===== src/rtl/dvi_pkg.sv =====
// dvi_pkg: TMDS control tokens and receive alignment states shared by the DVI TX/RX paths
package dvi_pkg;

    localparam logic [9:0] TOK_C00 = 10'h354;
    localparam logic [9:0] TOK_C01 = 10'h0AB;
    localparam logic [9:0] TOK_C10 = 10'h154;
    localparam logic [9:0] TOK_C11 = 10'h2AB;

    typedef enum logic [1:0] {
        ST_SEARCH    = 2'd0,
        ST_SLIP_WAIT = 2'd1,
        ST_LOCKED    = 2'd2
    } align_state_e;

endpackage


===== src/rtl/tmds_decode_word.sv =====
// tmds_decode_word: combinational TMDS 10b word to token flag, control pair and raw data byte
module tmds_decode_word (
    input  logic [9:0] in_word,
    output logic       is_token,
    output logic [1:0] ctrl,
    output logic [7:0] data
);
    import dvi_pkg::*;

    logic [7:0] d;

    // Undo the optional inversion, then undo the XOR/XNOR transition chain.
    always_comb begin
        d = in_word[9] ? ~in_word[7:0] : in_word[7:0];
        data[0] = d[0];
        for (int i = 1; i < 8; i++)
            data[i] = in_word[8] ? d[i] ^ d[i-1] : ~(d[i] ^ d[i-1]);
        is_token = (in_word == TOK_C00) || (in_word == TOK_C01) ||
                   (in_word == TOK_C10) || (in_word == TOK_C11);
        ctrl = (in_word == TOK_C01) ? 2'b01 :
               (in_word == TOK_C10) ? 2'b10 :
               (in_word == TOK_C11) ? 2'b11 : 2'b00;
    end

endmodule


===== src/rtl/dvi_rx_tmds_decoder.sv =====
// dvi_rx_tmds_decoder: per-channel TMDS word alignment (bit-slip search) and 2-stage decode
module dvi_rx_tmds_decoder
    import dvi_pkg::*;
#(
    parameter int TOKEN_COUNT    = 8,
    parameter int SEARCH_TIMEOUT = 4096,
    parameter int SLIP_WAIT      = 16,
    parameter int LOCK_TIMEOUT   = 65536
) (
    input  logic       in_clk,
    input  logic       in_reset_n,
    input  logic [9:0] in_word,
    output logic       out_bitslip,
    output logic       out_aligned,
    output logic       out_de,
    output logic       out_c0,
    output logic       out_c1,
    output logic [7:0] out_data
);
    localparam int TOK_W  = $clog2(TOKEN_COUNT) + 1;
    localparam int SRCH_W = $clog2(SEARCH_TIMEOUT) + 1;
    localparam int WAIT_W = $clog2(SLIP_WAIT) + 1;
    localparam int WD_W   = $clog2(LOCK_TIMEOUT) + 1;

    align_state_e      state_q, state_d;
    logic [TOK_W-1:0]  tok_q, tok_d;
    logic [SRCH_W-1:0] search_q, search_d;
    logic [WAIT_W-1:0] wait_q, wait_d;
    logic [WD_W-1:0]   wd_q, wd_d;
    logic              bitslip_q, bitslip_d;
    logic              aligned_q, aligned_d;
    logic [9:0]        word_q, word_d;
    logic [1:0]        c_q, c_d;
    logic              de_q, de_d;
    logic [7:0]        data_q, data_d;
    logic [1:0]        oc_q, oc_d;
    logic              is_tok, gate;
    logic [1:0]        dec_c;
    logic [7:0]        dec_data;

    tmds_decode_word u_dec (
        .in_word  (word_q),
        .is_token (is_tok),
        .ctrl     (dec_c),
        .data     (dec_data)
    );

    // Alignment FSM: count tokens to lock, time out into a slip, settle, and watch for lost lock.
    always_comb begin
        state_d   = state_q;
        tok_d     = tok_q;
        search_d  = search_q;
        wait_d    = wait_q;
        wd_d      = wd_q;
        bitslip_d = 1'b0;
        case (state_q)
            ST_SEARCH: begin
                tok_d    = is_tok ? ((tok_q == TOK_W'(TOKEN_COUNT)) ? tok_q : tok_q + 1'b1) : '0;
                search_d = (search_q == SRCH_W'(SEARCH_TIMEOUT)) ? search_q : search_q + 1'b1;
                if (tok_d == TOK_W'(TOKEN_COUNT)) begin
                    state_d  = ST_LOCKED;
                    tok_d    = '0;
                    search_d = '0;
                    wd_d     = '0;
                end else if (search_q == SRCH_W'(SEARCH_TIMEOUT - 1)) begin
                    state_d   = ST_SLIP_WAIT;
                    bitslip_d = 1'b1;
                    tok_d     = '0;
                    search_d  = '0;
                    wait_d    = '0;
                end
            end
            ST_SLIP_WAIT: begin
                if (wait_q == WAIT_W'(SLIP_WAIT - 1)) begin
                    state_d = ST_SEARCH;
                    wait_d  = '0;
                end else begin
                    wait_d = (wait_q == WAIT_W'(SLIP_WAIT)) ? wait_q : wait_q + 1'b1;
                end
            end
            ST_LOCKED: begin
                if (is_tok) begin
                    wd_d = '0;
                end else if (wd_q == WD_W'(LOCK_TIMEOUT - 1)) begin
                    state_d = ST_SEARCH;
                    wd_d    = '0;
                end else begin
                    wd_d = (wd_q == WD_W'(LOCK_TIMEOUT)) ? wd_q : wd_q + 1'b1;
                end
            end
            default: state_d = ST_SEARCH;
        endcase
    end

    // Decode datapath: outputs stay zero unless the channel was locked before and after this edge.
    always_comb begin
        word_d    = in_word;
        aligned_d = (state_d == ST_LOCKED);
        gate      = aligned_q & aligned_d;
        c_d       = is_tok ? dec_c : c_q;
        de_d      = gate & ~is_tok;
        data_d    = de_d ? dec_data : 8'h00;
        oc_d      = gate ? c_d : 2'b00;
    end

    // State and pipeline registers, cleared asynchronously.
    always_ff @(posedge in_clk or negedge in_reset_n) begin
        if (!in_reset_n) begin
            state_q   <= ST_SEARCH;
            tok_q     <= '0;
            search_q  <= '0;
            wait_q    <= '0;
            wd_q      <= '0;
            bitslip_q <= 1'b0;
            aligned_q <= 1'b0;
            word_q    <= '0;
            c_q       <= '0;
            de_q      <= 1'b0;
            data_q    <= '0;
            oc_q      <= '0;
        end else begin
            state_q   <= state_d;
            tok_q     <= tok_d;
            search_q  <= search_d;
            wait_q    <= wait_d;
            wd_q      <= wd_d;
            bitslip_q <= bitslip_d;
            aligned_q <= aligned_d;
            word_q    <= word_d;
            c_q       <= c_d;
            de_q      <= de_d;
            data_q    <= data_d;
            oc_q      <= oc_d;
        end
    end

    assign out_bitslip = bitslip_q;
    assign out_aligned = aligned_q;
    assign out_de      = de_q;
    assign out_data    = data_q;
    assign out_c0      = oc_q[0];
    assign out_c1      = oc_q[1];

endmodule

===== config.mk =====
export PLATFORM = sky130hd
export DESIGN_NAME = dvi_rx_tmds_decoder
export DESIGN_NICKNAME = d
export VERILOG_FILES = /design/src/rtl/dvi_pkg.sv /design/src/rtl/tmds_decode_word.sv /design/src/rtl/dvi_rx_tmds_decoder.sv
export SDC_FILE = /design/constraint.sdc
export NUM_CORES = 1
export LEC_CHECK = 0
export BUFFER_PORTS_ARGS = -buffer_cell sky130_fd_sc_hd__buf_2
export CORE_UTILIZATION = 35
export DETAILED_ROUTE_END_ITERATION = 8
export GPL_TIMING_DRIVEN = 0
export PLACE_DENSITY_LB_ADDON = 0.3
export SLEW_MARGIN = 15
export SYNTH_ARGS = -nofsm -noshare
export SYNTH_HDL_FRONTEND = slang
export SYNTH_SLANG_ARGS = --single-unit

===== constraint.sdc =====
create_clock -name in_clk -period 2.17 [get_ports in_clk]
set_input_delay 0.217 -clock in_clk [delete_from_list [all_inputs] [get_ports in_clk]]
set_output_delay 0.217 -clock in_clk [all_outputs]
set_load 0.02 [all_outputs]

==> metrics.txt, run 1 <==
routed len/inst=about 14 µm; Clock Sink Count=between 60 and 70; share of the yosys chip area belonging to registers=48.8%; leakage power=about 1.8 nW; final setup TNS=0 ns; max_cap viols=0; Post-synth ARST share=100%; multi-input logic area=1780 µm²; Layout area overhead=24.9%; number of placement rows=35; CP startpoint=wd_q[0]; Area contributors post-synth=dfrtp_1, xnor2_1, nand2_1; CTS buffer count=9; Netlist Area Pre-Place=~3400 µm²; crit start category=flip-flop; Initial Util=a little over a third; IO Count=25; Clk pin slew, worst setup/hold paths=~0.070 ns; via count=~2700; largest net degree at the start of global routing=41; # diodes=0; RR Endpoint=wd_q[15]; clock latency on the worst-skew pair=0.33 ns; syn_area_per_cell=9.87 µm²; R2R Path Start=wd_q[0]; worst path required time=between 2 and 2.5 ns; critical-path maximum fanout=7; H-Tree Depth=3; Hold WS=around 0.34 ns; Die Span X=between 100 and 150 µm; status=finished, final reports clean; ordered cell list for the critical path=inv_1 -> ha_1 -> nor4b_1 -> nand4_1 -> a21boi_2 -> and2_1 -> a221o_1; clock tree buffer depth=2; core footprint=between 9000 and 10000 µm²; die height=about 100 µm; gr usage total=15.6%; capture point of the worst path=wd_q[15]; Antenna Violating Nets Remaining=0; port bufs=24; R2R Setup Slk=about 0.026 ns; GR Overflow Total=0; root buf cell=clkbuf_8; CP max-delay cell=dfrtp_1; Power Density=545 nW/µm²; HPWL Detailed=4900 µm; post-route design area=approximately 4200 µm²; Mapped Cells=around 340; largest area contributor in the netlist=dfrtp_1; Synth Flop Type=dfrtp_1; drt total wl=~7300 µm; Die ar.=10100 µm²; Worst-Margin Slew=0.607 ns; post-layout util=about 46%; syn nets=between 300 and 400; VDD IR max=a little under 0.0003 V; RSZ-0062 raised after global routing=true; Layout fillers=between 900 and 1000; initial antenna violation count=0; routed vias/inst=between 5 and 6; Slew headroom=between 50% and 60%; count of nets after finishing=about 420; Netlist cell types=54; Worst path max stage delay=slightly above 0.4 ns; worst endpoint data arrival time=between 2 and 2.5 ns; Worst setup EP type=flip-flop; final setup vio count=0; GPL Wtd Cong=about 0.78; vias in the first global route=between 2000 and 3000; first drt pass iteration count=4; share of cells above drive strength 1=between 20% and 30%; Yosys warnings=0; Post-synth EDFFs=0; CTS tree=yes; Min-Delay Path Class=in -> async; fin crit share=roughly 99%; post-synth top area share=approximately 50%; r2r worst-path depth=7; maximum clock frequency=approximately 470 MHz; #FFs+latches synth=66; placed instance area=around 3700 µm²; Max Slew Vio Count=0; initial DRC count=130; Residual DRC=0; Final min period=2.14 ns; clock skew=0.00710 ns; crit path kind=reg -> reg; global-route wire length before repair=12400 µm; Fin. Hold Viols=0; Register Area=around 1700 µm²
## registers in the layout, summed over array words and instances (netlist names), 2 cells and up
register	cells
tok_q	4
out_data	8
c_q	2
oc_q	2
wait_q	5
search_q	13
wd_q	17
word_q	10
state_q	2
## synth_stat cells, drive strengths merged (6+ instances only)
cell    count
nand2      33
inv        20
o21ai       9
nand3      21
xor2        6
xnor2      16
buf         6
nor2       29
ha          8
o221ai      8
nand2b      8
and3        6
a31oi      10
nand4      15
dfrtp      66
nor4        8
## through the flow
stage	setup WS (ns)	instances	total power, mW
global route	-0.0910	530	2.42
CTS	0.0178	528	2.35
floorplan	0.0603	343	1.32
finish	0.0258	530	2.30
global placement	-0.308	496	1.36
detailed placement	-0.348	497	1.37
## layout make-up
class                   instances  share of cell area (%)
repair buffers                 44                    7.75
multi-input cells             247                    42.0
clock buffers                  10                    3.02
plain buffers                  10                    1.48
well taps                     129                    3.82
clock inverters                 4                    1.07
inverters                      20                    1.78
flip-flops and latches         66                    39.1
## worst max-delay path: cells and delay by family, from the launching register on
kind                       cells  cell delay [ns]
and+or+nand+nor                3             0.80
AOI/OAI and AO/OA              2             0.57
DFF                            1             0.41
adders and majority gates      1             0.14
buffers and inverters          1             0.10
## worst min-delay path by stage
stage	cells past startpoint	from	endpoint
final	2	in_reset_n	wd_q[8]
after floorplan	0	in_reset_n	c_q[0]
after global placement	1	in_word[6]	word_q[6]
after CTS	2	in_reset_n	wd_q[8]
after global routing	2	in_reset_n	wd_q[8]
after detailed placement	1	in_reset_n	wd_q[8]
## cells by family after synthesis
group,synth area share [%]
muxes,1.22
xor gates and xnor gates,5.69
adders and majority gates,2.96
buffers and inverters,3.73
AOI/OAI and AO/OA,12.5
and+or+nand+nor,25.1
DFF,48.8
## power by group
part	internal (mW)	leakage, nW	switching [mW]
Combinational	0.0526	0.821	0.0532
Sequential	1.24	0.879	0.0135
Clock	0.512	0.0918	0.427
## placed cells by master, fill, tap and decap left out, types with 10 or more instances in the layout
cell type,Yosys,routed
nand4_1,15,15
nand2_1,33,31
nand3_1,21,20
a31oi_1,10,10
nor2_1,29,29
buf_2,5,25
inv_1,20,18
dlygate4sd3_1,0,11
xnor2_1,16,16
dfrtp_1,66,65
## routing by layer
metal  global-route usage, %  share of wire, %  vias up
met5                       0                 0        -
met4                    4.01              0.63        0
met3                    4.46               2.3        2
met2                    24.4                48       28
met1                    21.2                49     1327
li1                        -                 -     1357
## repair_timing
item | in CTS | in global routing
setup endpoints to repair | 44 | 44
hold endpoints to repair | 36 | 0
resized for setup | 13 | 29
setup buffers | 6 | 1
hold buffers | 11 | 0
cloned | 0 | 1
pin swaps | 7 | 3
No activity file was read; power rests on OpenSTA's default activity.
==> run 2: changes to the inputs <==
- CORE_MARGIN: unset -> 2
==> metrics.txt, run 2 (synthesized netlist as in run 1, its figures left out) <==
status=finished, final reports clean; Hold WS=0.341 ns (-0.00290 ns); Min-Delay Path Class=in -> async; CP max-delay cell=dfrtp_1; Reg with most FFs=wd_q; gr usage total=15.1% (-0.54 points); fin crit share=98.5% (-0.30 points); Psw=568 µW (+15%); clock tree buffer depth=2 (unchanged); IO Count=25 (unchanged); GR Overflow Total=0 (unchanged); Clk pin slew, worst setup/hold paths=0.08 ns (about the same); final setup vio count=0 (unchanged); crit start category=flip-flop; post-route design area=4280 µm² (+1.2%); Antenna Violating Nets Remaining=0 (unchanged); max_cap viols=0 (unchanged); CTS tree=yes; initial DRC count=140 (+7.7%); Die ar.=10500 µm² (+4.0%); r2r worst-path depth=8 (+1); Die Span X=102 µm (+2.0%); worst path required time=2.39 ns (about the same); top cell family by delay on the critical path=compound AO/OA/AOI/OAI gates; H-Tree Depth=3 (unchanged); final setup TNS=0 ns (unchanged); worst path bufs/invs=2 (+1); Final min period=2.14 ns (-0.00660 ns); commonest non-fill, non-tap cell in the layout=dfrtp_1; HPWL Detailed=4900 µm (about the same); Worst path max stage delay=0.40 ns (about the same); Slew headroom=65.8% (+6.8 points); share of cells above drive strength 1=20.4% (-0.50 points); Clock power frac=48.4% (+7.6 points); # diodes=0 (unchanged); leakage power=1.83 nW (+1.9%); core footprint=9330 µm² (+0.47%); sw frac=21.5% (+0.13 points); ordered cell list for the critical path=inv_2 -> ha_4 -> a211o_1 -> o211ai_1 -> buf_4 -> o2111ai_4 -> a21o_1 -> a221o_1; internal power=2.07 mW (+14%); Initial Util=36.3% (-0.17 points); placed instance area=3690 µm² (unchanged); dpl cells=497 (unchanged); R2R Path Start=tok_q[1]; VDD IR max=0.000433 V (+49%); routed vias/inst=5.13 (+0.18%); crit path kind=reg -> reg; global-route wire length before repair=12400 µm (+0.22%); drt total wl=7220 µm (-1.3%); largest net degree at the start of global routing=37 (-9.8%); Residual DRC=0 (unchanged); most frequent cells in the layout=dfrtp_1, nand2_1, nor2_1; max reg flops=17 (unchanged); via count=2719 (+0.18%); Clock Sink Count=66 (unchanged); RSZ-0062 raised after global routing=true; maximum clock frequency=468 MHz (+0.31%); port bufs=24 (unchanged); GPL Wtd Cong=0.794 (+1.4%); die height=102 µm (+2.0%); critical-path maximum fanout=7 (unchanged); routed len/inst=13.6 µm (-1.3%); Layout area overhead=26.4%; vias in the first global route=2664 (+0.95%); worst endpoint data arrival time=2.36 ns (about the same); clock latency on the worst-skew pair=0.34 ns (about the same); initial antenna violation count=0 (unchanged); Overall Power=2.64 mW (+15%); count of nets after finishing=416 (-0.48%); clock skew=0.00834 ns (+0.00124 ns); Worst setup EP type=flip-flop; Max Slew Vio Count=0 (unchanged); Worst-Margin Slew=0.514 ns (-0.0935 ns); biggest regs=wd_q x17, search_q x13, word_q x10; RR Endpoint=wd_q[15]; number of placement rows=35 (unchanged); CTS buffer count=9 (unchanged); Gate power share=4.0% (-0.6 points); R2R Setup Slk=0.03 ns (about the same); Fin. Hold Viols=0 (unchanged); fin cells=530 (unchanged); Power Density=617 nW/µm² (+13%); root buf cell=clkbuf_8; first drt pass iteration count=4 (unchanged); Flop pwr share=47.7% (-6.9 points)
==> run 2: cell type report <==
type | count | area [µm²]
Tap cell | 129 | 161
Clock inverter | 7 | 125
Inverter | 20 | 75.1
Clock buffer | 9 | 124
Fill cell | 888 | 5050
Sequential cell | 66 | 1650
Multi-Input combinational cell | 247 | 1770
Buffer | 10 | 68.8
Timing Repair Buffer | 42 | 305
==> run 2: through the flow <==
step / worst slack [ns] / util, %
3_3_place_gp: -0.303 / 39.3
6_report: 0.0324 / 45.8
3_5_place_dp: -0.346 / 39.5
2_1_floorplan: 0.0603 / -
5_1_grt: -0.0822 / 45.8
4_1_cts: 0.00934 / 44.5
==> run 2: worst max path at each step <==
stage               slack, ns  cells past startpoint      from        to
finish                   0.03                      8  tok_q[1]  wd_q[15]
global route            -0.08                      8  tok_q[0]  wd_q[14]
CTS                     0.009                      7  tok_q[1]  wd_q[15]
detailed placement      -0.35                      8  tok_q[0]   wd_q[9]
global placement        -0.30                      8  tok_q[0]  wd_q[10]
floorplan                0.06                      8  tok_q[0]  wd_q[11]
==> run 2: repair_timing <==
| item | 4_1_cts | 5_1_grt |
|---|---|---|
| buffers inserted | 5 | 1 |
| gates resized for setup | 13 | 26 |
| endpoints found under the hold margin | 40 | 0 |
| setup endpoints to repair | 43 | 44 |
| pin swaps | 6 | 10 |
| hold buffers | 11 | 0 |
==> run 2: power by group through the flow <==
stage / Combinational, mW / Sequential [mW] / Clock, mW
finish: 0.105 / 1.26 / 1.27
global route: 0.118 / 1.26 / 1.37
CTS: 0.105 / 1.26 / 1.30
detailed placement: 0.0894 / 1.28 / 0
global placement: 0.0837 / 1.28 / 0
floorplan: 0.0450 / 1.28 / 0
==> run 2: routing by layer <==
metal | up-vias | GRT usage [%] | part of all wire [%]
li1 | 1368 | - | -
met5 | - | 0 | 0
met1 | 1292 | 20.2 | 50
met4 | 0 | 5.54 | 1.2
met3 | 7 | 3.56 | 3.3
met2 | 52 | 23.9 | 45
